## src/rtl/ro_freq_counter.sv

```systemverilog
// Ring-oscillator frequency counter: enables the oscillator, synchronizes its output
// and counts rising edges over a fixed gate window, reporting the result with a done pulse.
`timescale 1ns/1ps
module ro_freq_counter #(
    parameter int GATE_CYCLES = 1000,
    parameter int CNT_W       = 16,
    parameter int SYNC_STAGES = 2
) (
    input  logic             clk,
    input  logic             rst,
    input  logic             start,
    input  logic             ro_in,
    output logic             ro_en,
    output logic             busy,
    output logic             done,
    output logic [CNT_W-1:0] count,
    output logic             ovf
);

    localparam int GATE_W = $clog2(GATE_CYCLES + 1);
    localparam int WARM_W = $clog2(SYNC_STAGES + 2);
    // One timer serves both phases, so it must be wide enough for the warm-up reload too.
    localparam int TMR_W  = (GATE_W > WARM_W) ? GATE_W : WARM_W;

    localparam logic [TMR_W-1:0] WARM_LOAD = TMR_W'(SYNC_STAGES);
    localparam logic [TMR_W-1:0] GATE_LOAD = TMR_W'(GATE_CYCLES - 1);
    localparam logic [TMR_W-1:0] TMR_ONE   = TMR_W'(1);
    localparam logic [TMR_W-1:0] TMR_ZERO  = TMR_W'(0);
    localparam logic [CNT_W-1:0] CNT_MAX   = {CNT_W{1'b1}};
    localparam logic [CNT_W-1:0] CNT_ONE   = CNT_W'(1);

    typedef enum logic [1:0] {
        ST_IDLE    = 2'd0,
        ST_WARMUP  = 2'd1,
        ST_MEASURE = 2'd2,
        ST_DONE    = 2'd3
    } state_t;

    state_t                 state_q, state_d;
    logic [TMR_W-1:0]       timer_q, timer_d;
    logic [CNT_W-1:0]       count_q, count_d;
    logic                   ovf_q, ovf_d;
    logic [SYNC_STAGES-1:0] sync_q, sync_d;
    logic                   prev_q, prev_d;
    logic                   ro_en_q, ro_en_d;
    logic                   busy_q, busy_d;
    logic                   done_q, done_d;
    logic                   rise_s;

    // Synchronizer shift and rising-edge detection on the synchronized sample.
    always_comb begin
        sync_d = {sync_q[SYNC_STAGES-2:0], ro_in};
        prev_d = sync_q[SYNC_STAGES-1];
        rise_s = sync_q[SYNC_STAGES-1] & ~prev_q;
    end

    // Next-state, gate timer and saturating edge counter.
    always_comb begin
        state_d = state_q;
        timer_d = timer_q;
        count_d = count_q;
        ovf_d   = ovf_q;
        case (state_q)
            ST_IDLE: begin
                if (start) begin
                    state_d = ST_WARMUP;
                    timer_d = WARM_LOAD;
                    count_d = '0;
                    ovf_d   = 1'b0;
                end else begin
                    state_d = ST_IDLE;
                end
            end
            ST_WARMUP: begin
                if (timer_q == TMR_ZERO) begin
                    state_d = ST_MEASURE;
                    timer_d = GATE_LOAD;
                end else begin
                    timer_d = timer_q - TMR_ONE;
                end
            end
            ST_MEASURE: begin
                if (rise_s) begin
                    if (count_q == CNT_MAX) begin
                        ovf_d = 1'b1;
                    end else begin
                        count_d = count_q + CNT_ONE;
                    end
                end else begin
                    count_d = count_q;
                end
                if (timer_q == TMR_ZERO) begin
                    state_d = ST_DONE;
                end else begin
                    timer_d = timer_q - TMR_ONE;
                end
            end
            ST_DONE: begin
                state_d = ST_IDLE;
            end
            default: begin
                state_d = ST_IDLE;
            end
        endcase
    end

    // Outputs are registered, decoded from the state being entered.
    always_comb begin
        ro_en_d = (state_d == ST_WARMUP) || (state_d == ST_MEASURE);
        busy_d  = (state_d != ST_IDLE);
        done_d  = (state_d == ST_DONE);
    end

    // State, datapath and output registers.
    always_ff @(posedge clk or posedge rst) begin
        if (rst) begin
            state_q <= ST_IDLE;
            timer_q <= '0;
            count_q <= '0;
            ovf_q   <= 1'b0;
            sync_q  <= '0;
            prev_q  <= 1'b0;
            ro_en_q <= 1'b0;
            busy_q  <= 1'b0;
            done_q  <= 1'b0;
        end else begin
            state_q <= state_d;
            timer_q <= timer_d;
            count_q <= count_d;
            ovf_q   <= ovf_d;
            sync_q  <= sync_d;
            prev_q  <= prev_d;
            ro_en_q <= ro_en_d;
            busy_q  <= busy_d;
            done_q  <= done_d;
        end
    end

    assign ro_en = ro_en_q;
    assign busy  = busy_q;
    assign done  = done_q;
    assign count = count_q;
    assign ovf   = ovf_q;

endmodule
```

## config.mk

```make
export PLATFORM = sky130hd
export DESIGN_NAME = ro_freq_counter
export DESIGN_NICKNAME = d
export VERILOG_FILES = /design/src/rtl/ro_freq_counter.sv
export SDC_FILE = /design/constraint.sdc
export NUM_CORES = 1
export LEC_CHECK = 0
export CAP_MARGIN = 0
export CELL_PAD_IN_SITES_DETAIL_PLACEMENT = 0
export CELL_PAD_IN_SITES_GLOBAL_PLACEMENT = 1
export CORE_MARGIN = 2
export CORE_UTILIZATION = 43
export CTS_CLUSTER_SIZE = 8
export DETAILED_ROUTE_END_ITERATION = 7
export DONT_BUFFER_PORTS = 1
export MAX_ROUTING_LAYER = met4
export PLACE_DENSITY_LB_ADDON = 0.15
export SYNTH_ARGS = -nofsm -noshare
export SYNTH_HDL_FRONTEND = slang
export SYNTH_SLANG_ARGS = --single-unit
```

## constraint.sdc

```tcl
create_clock -name clk -period 4.2 [get_ports clk]
set_clock_uncertainty 0.2 [all_clocks]
set_input_delay 1.26 -clock clk [delete_from_list [all_inputs] [get_ports clk]]
set_output_delay 1.26 -clock clk [all_outputs]
set_load 0.02 [all_outputs]
```

# == After elaboration in Yosys (flattened, before gate mapping) ==
# Cells that the tools add are included.
# op_classes
addsub,2
eq_ne,12
n_mux,16
bitwise,2
n_reduce_logical,9
# op_table
op,count
16-bit 2-to-1 mux,3
16-bit case mux with 2 select lines,1
10-bit 2-to-1 mux,3
10-bit case mux with 3 select lines,1
"16-bit by 1-bit adder with 16-bit output, second input constant",1
"16-bit == test, second input constant",1
10-bit zero test,1
"2-bit inequality test, second input constant",5
"10-bit by 1-bit subtractor with 10-bit output, second input constant",1
"2-bit == test, second input constant",4
2-bit case mux with 4 select lines,1
4-bit AND reduction,2
"2-bit by 1-bit == test with 1-bit output, second input constant",2
1-bit 2-to-1 mux,4
2-bit 2-to-1 mux,2
2-bit nonzero test,2
3-bit AND reduction,1
3-bit nonzero test,1
2-bit zero test,1
1-bit case mux with 2 select lines,1
1-bit AND,1
1-bit logical OR,1
1-bit inverter,1
# totals
ff_bits,35
input_bits,4
out_inout_bits,20
elab_cells,50

# == Depth between registers and ports, before layout ==
# logic_depth
depth_word,5
depth_mapped,9
mapped_depth_nobuf,8

# == Least setup slack after synthesis ==
# No wires, ideal clock.
# synth_path
kind,input -> register
from,in start
to,"reg count_q[13], in the netlist count[13]"
setup_time_ps,77
t_arrival_ps,2351
required_time_ps,3923
path_slack_ps,1571
cell_stages,4
n_path_buf,0
path_cell_list,mux2i_1 > a2111o_1 > or4_1 > a21oi_1
# synth_via
elab_chain_cells,2
# synth_lines
element,line,text
from (decl),11,"input logic start,"
2-bit inequality test (no line),--,
4-bit AND reduction (no line),--,
to (signal assigned),129,count_q <= count_d;
to (decl),41,"logic [CNT_W-1:0] count_q, count_d;"
# No other way between the ends.
# A chain may end at the register's enable or synchronous reset.

# == Worst setup path in the final report ==
# layout_path
from,reg state_q[0]
to,"reg count_q[6], in the netlist count[6]"
# layout_via
elab_chain_cells,3
elab_cells_between_ends,8
cone_classes,eq/ne: 4; mux: 1; reduce/logical: 3
# layout_lines
element,line,text
from (decl),39,"state_t state_q, state_d;"
from (signal assigned),127,state_q <= state_d;
2-bit == test or 2-bit zero test (tied branches),63,case (state_q)
2-bit inequality test (no line) or 2-bit nonzero test (tied branches),--,
4-bit AND reduction (no line),--,
# Several ways; a longest one is shown, not always the timed one.

==> run metrics <==
cell row count=25; hold buffers post-CTS=0; busiest grt layer=met1; worst r2r path cells=6; drt wl/cell=17.03 um; global route overflow=0; largest family of logic cells by synthesized area=compound AO/OA/AOI/OAI gates; clk_lat worst skew=0.28 ns; DRC=0; Worst-path clk slew=0.07 ns; post-synthesis mux area share=2.593%; Initial DRC Count=133; WP data required=4.17 ns; vias in the first global route=1683; status=completed; chip width=73.46 um; clock sinks=35; Yosys Warn Count=0; fin crit share=66.27%; Synth Instances=218; max cap viols=0; die height=73.46 um; library cells used by synthesis=53; dpl hpwl=3.387 mm; R2R Setup Slk=1.42 ns; layout cells sized above 1=10.36%; worst r2r src=state_q[0]; Comb pwr share=1.4%; Int Power=0.4895 mW; clock network fraction of design power=43.7%; f_max=359.3 MHz; RSZ-0062 raised after global routing=no; DR vias/cell=6.362; worst hold path cell count=0; Synth Area in XOR/XNOR=0%; area grow syn2layout=6.755%; IO buf count=0; cts bufs inserted=5; top_reg_cell synth=dfrtp_1; Core Area=0.004692 mm^2; post-synthesis area per instance=9.516 um^2; Synth async-reset ratio=100.0%; Hold Path Origin=sync_q[0]; Sequential Power Share=54.8%; met1 GRT Util=28.45%; initial core utilization=44.21%; critical path endpoint category=register; startpoint type of the worst setup path=register; Post-synth EDFFs=0; gr usage total=19.92%; worst r2r dst=count[6]; pwr/cell area=279.2 mW/mm^2; Die Footprint=0.005396 mm^2; H-tree depth=2; crit path time final=2.783 ns; Synth Area in Adders=4.825%; Cell Area, Synth=0.002074 mm^2; CTS tree=done; Max clock buf depth=2; HP Class=register to register; CTS Root Cell=clkbuf_8; Syn Nets=230; Switch Pwr=0.1290 mW; Tightest Pin Transition=0.9931 ns; ANT nets after route=0; switching share of power=20.85%; Fin Setup TNS=0 ns; area fraction in compound gates after synthesis=24.31%; hold violation total from the final report=0; Final GP Congestion=0.9512; Leakage=0.8751 nW; simple-gate area share of the yosys netlist=21.83%; Seq/Total Area, Yosys=42.22%; cts repair resizes=0; post-CTS setup buffer count=0; final core occ=47.20%; overall power=0.6184 mW; Setup CP Type=register to register; worst path arrival time=2.75 ns; Detailed Routing Iterations Pass 1=4; initial antenna violation count=0; global-route wire length before repair=8.114 mm; Max FO, Critical Path=19; #FFs+latches synth=35; Ports=24; Worst Hold End=sync_q[1]; DRT Wirelength=4.700 mm; largest net degree at the start of global routing=36; GR Util met2=27.98%; n_diodes=0; # setup viols final=0; worst hold-check slack=0.1613 ns; max-slew violations=0; GRT met3 Usage=5.075%; via count=1756; Final nets=233; Peak VDD IR=0.1552 mV; slew margin rel.=33.55%; Fillers=447
## final cells by class
cell class | instances | area (um^2) | area share (%)
Sequential cell | 35 | 875.8 | 39.55
Tap cell | 54 | 67.56 | 3.051
Clock buffer | 8 | 100.1 | 4.520
Inverter | 12 | 45.04 | 2.034
Timing Repair Buffer | 2 | 15.01 | 0.6780
Multi-Input combinational cell | 165 | 1111 | 50.17
## cells by family after synthesis
family | count (synthesis)
and+or+nand+nor | 83
AOI/OAI and AO/OA | 69
DFF | 35
buffers and inverters | 18
adders and majority gates | 8
muxes | 5
## flip-flops by register name, summed over array words and instances (netlist names)
| name | flops |
|---|---|
| count | 16 |
| ro_en | 1 |
| busy | 1 |
| state_q | 2 |
| done | 1 |
| ovf | 1 |
| prev_q | 1 |
| sync_q | 2 |
| timer_q | 10 |
## layout by cell type, fill, tap and decap left out, drive strengths merged, types with 3 or more instances in the layout
cell     instances
dfrtp           35
nand2           18
a21oi           14
nor2            13
inv             12
nor3            10
a31oi            9
ha               8
nand3            8
clkbuf           8
o21ai            6
o211ai           5
nand4            4
nand2b           4
a211oi           4
nor2b            4
a32o             4
o31ai            4
or4              4
and3             4
mux2             3
o22ai            3
a41o             3
a2111oi          3
or3              3
## power groups by stage
stage | clock network, mW | logic [mW] | registers, mW
floorplan | 0 | 0.00632 | 0.345
global placement | 0 | 0.00938 | 0.345
detailed placement | 0 | 0.00966 | 0.346
CTS | 0.277 | 0.00971 | 0.339
global route | 0.290 | 0.0104 | 0.339
finish | 0.271 | 0.00887 | 0.339
## cells in the mapped netlist, types with 2 or more instances
| cell | n | share of area (%) |
|---|---|---|
| o22ai_1 | 3 | 0.90 |
| inv_1 | 12 | 2.2 |
| nand4_1 | 4 | 1.2 |
| mux2i_1 | 2 | 0.97 |
| or3_2 | 2 | 0.72 |
| ha_1 | 8 | 4.8 |
| mux2_2 | 3 | 1.6 |
| and4_1 | 2 | 0.84 |
| a32o_1 | 4 | 1.9 |
| clkbuf_1 | 2 | 0.36 |
| nand3_1 | 7 | 1.7 |
| a41o_1 | 3 | 1.4 |
| o311ai_0 | 2 | 0.84 |
| o41ai_1 | 2 | 0.84 |
| a21o_1 | 2 | 0.72 |
| or4_1 | 4 | 1.4 |
| and3_1 | 3 | 0.90 |
| a221oi_1 | 2 | 0.84 |
| nand2b_1 | 4 | 1.2 |
| nor3_1 | 10 | 2.4 |
| nor2b_1 | 4 | 1.2 |
| a21oi_1 | 13 | 3.1 |
| buf_2 | 2 | 0.48 |
| o21ai_0 | 5 | 1.2 |
| o211ai_1 | 5 | 1.8 |
| dfrtp_1 | 35 | 42 |
| a211oi_1 | 4 | 1.4 |
| a31oi_1 | 9 | 2.7 |
| and2_1 | 2 | 0.60 |
| o22a_1 | 2 | 0.84 |
| a2111oi_0 | 2 | 0.84 |
| o31ai_1 | 4 | 1.4 |
| nand2_1 | 18 | 3.3 |
| nor2_1 | 13 | 2.4 |
## metrics by stage
step,std cells,worst slack (ns),cell area (um^2)
after floorplan,218,1.571,2074
after global placement,268,1.425,2115
after detailed placement,268,1.356,2115
after CTS,276,1.378,2215
after global routing,276,1.135,2215
final,276,1.417,2215
## worst max path at each step
stage | start | endpoint | slack [ns] | depth (start not counted)
after floorplan | start | count[13] | 1.57 | 4
after global placement | start | count[11] | 1.42 | 4
after detailed placement | start | count[6] | 1.36 | 4
after CTS | state_q[0] | count[6] | 1.38 | 6
after global routing | state_q[0] | count[14] | 1.14 | 6
final | state_q[0] | count[6] | 1.42 | 6
## layer usage
layer / routed length, um / up-vias / share of wire, %
met5: 0 / - / 0
met2: 2087 / 48 / 44
met3: 247 / 5 / 5.3
met1: 2315 / 852 / 49
met4: 49 / 0 / 1.0
li1: - / 851 / -
## critical path, cell delays in order, from the launching register on
cell	delay [ns]
dfrtp_1	0.41
inv_1	0.09
ha_1	0.57
mux2i_1	0.28
a2111oi_2	0.69
a31oi_1	0.18
a41o_1	0.24
Power figures use the tool's default switching activity.
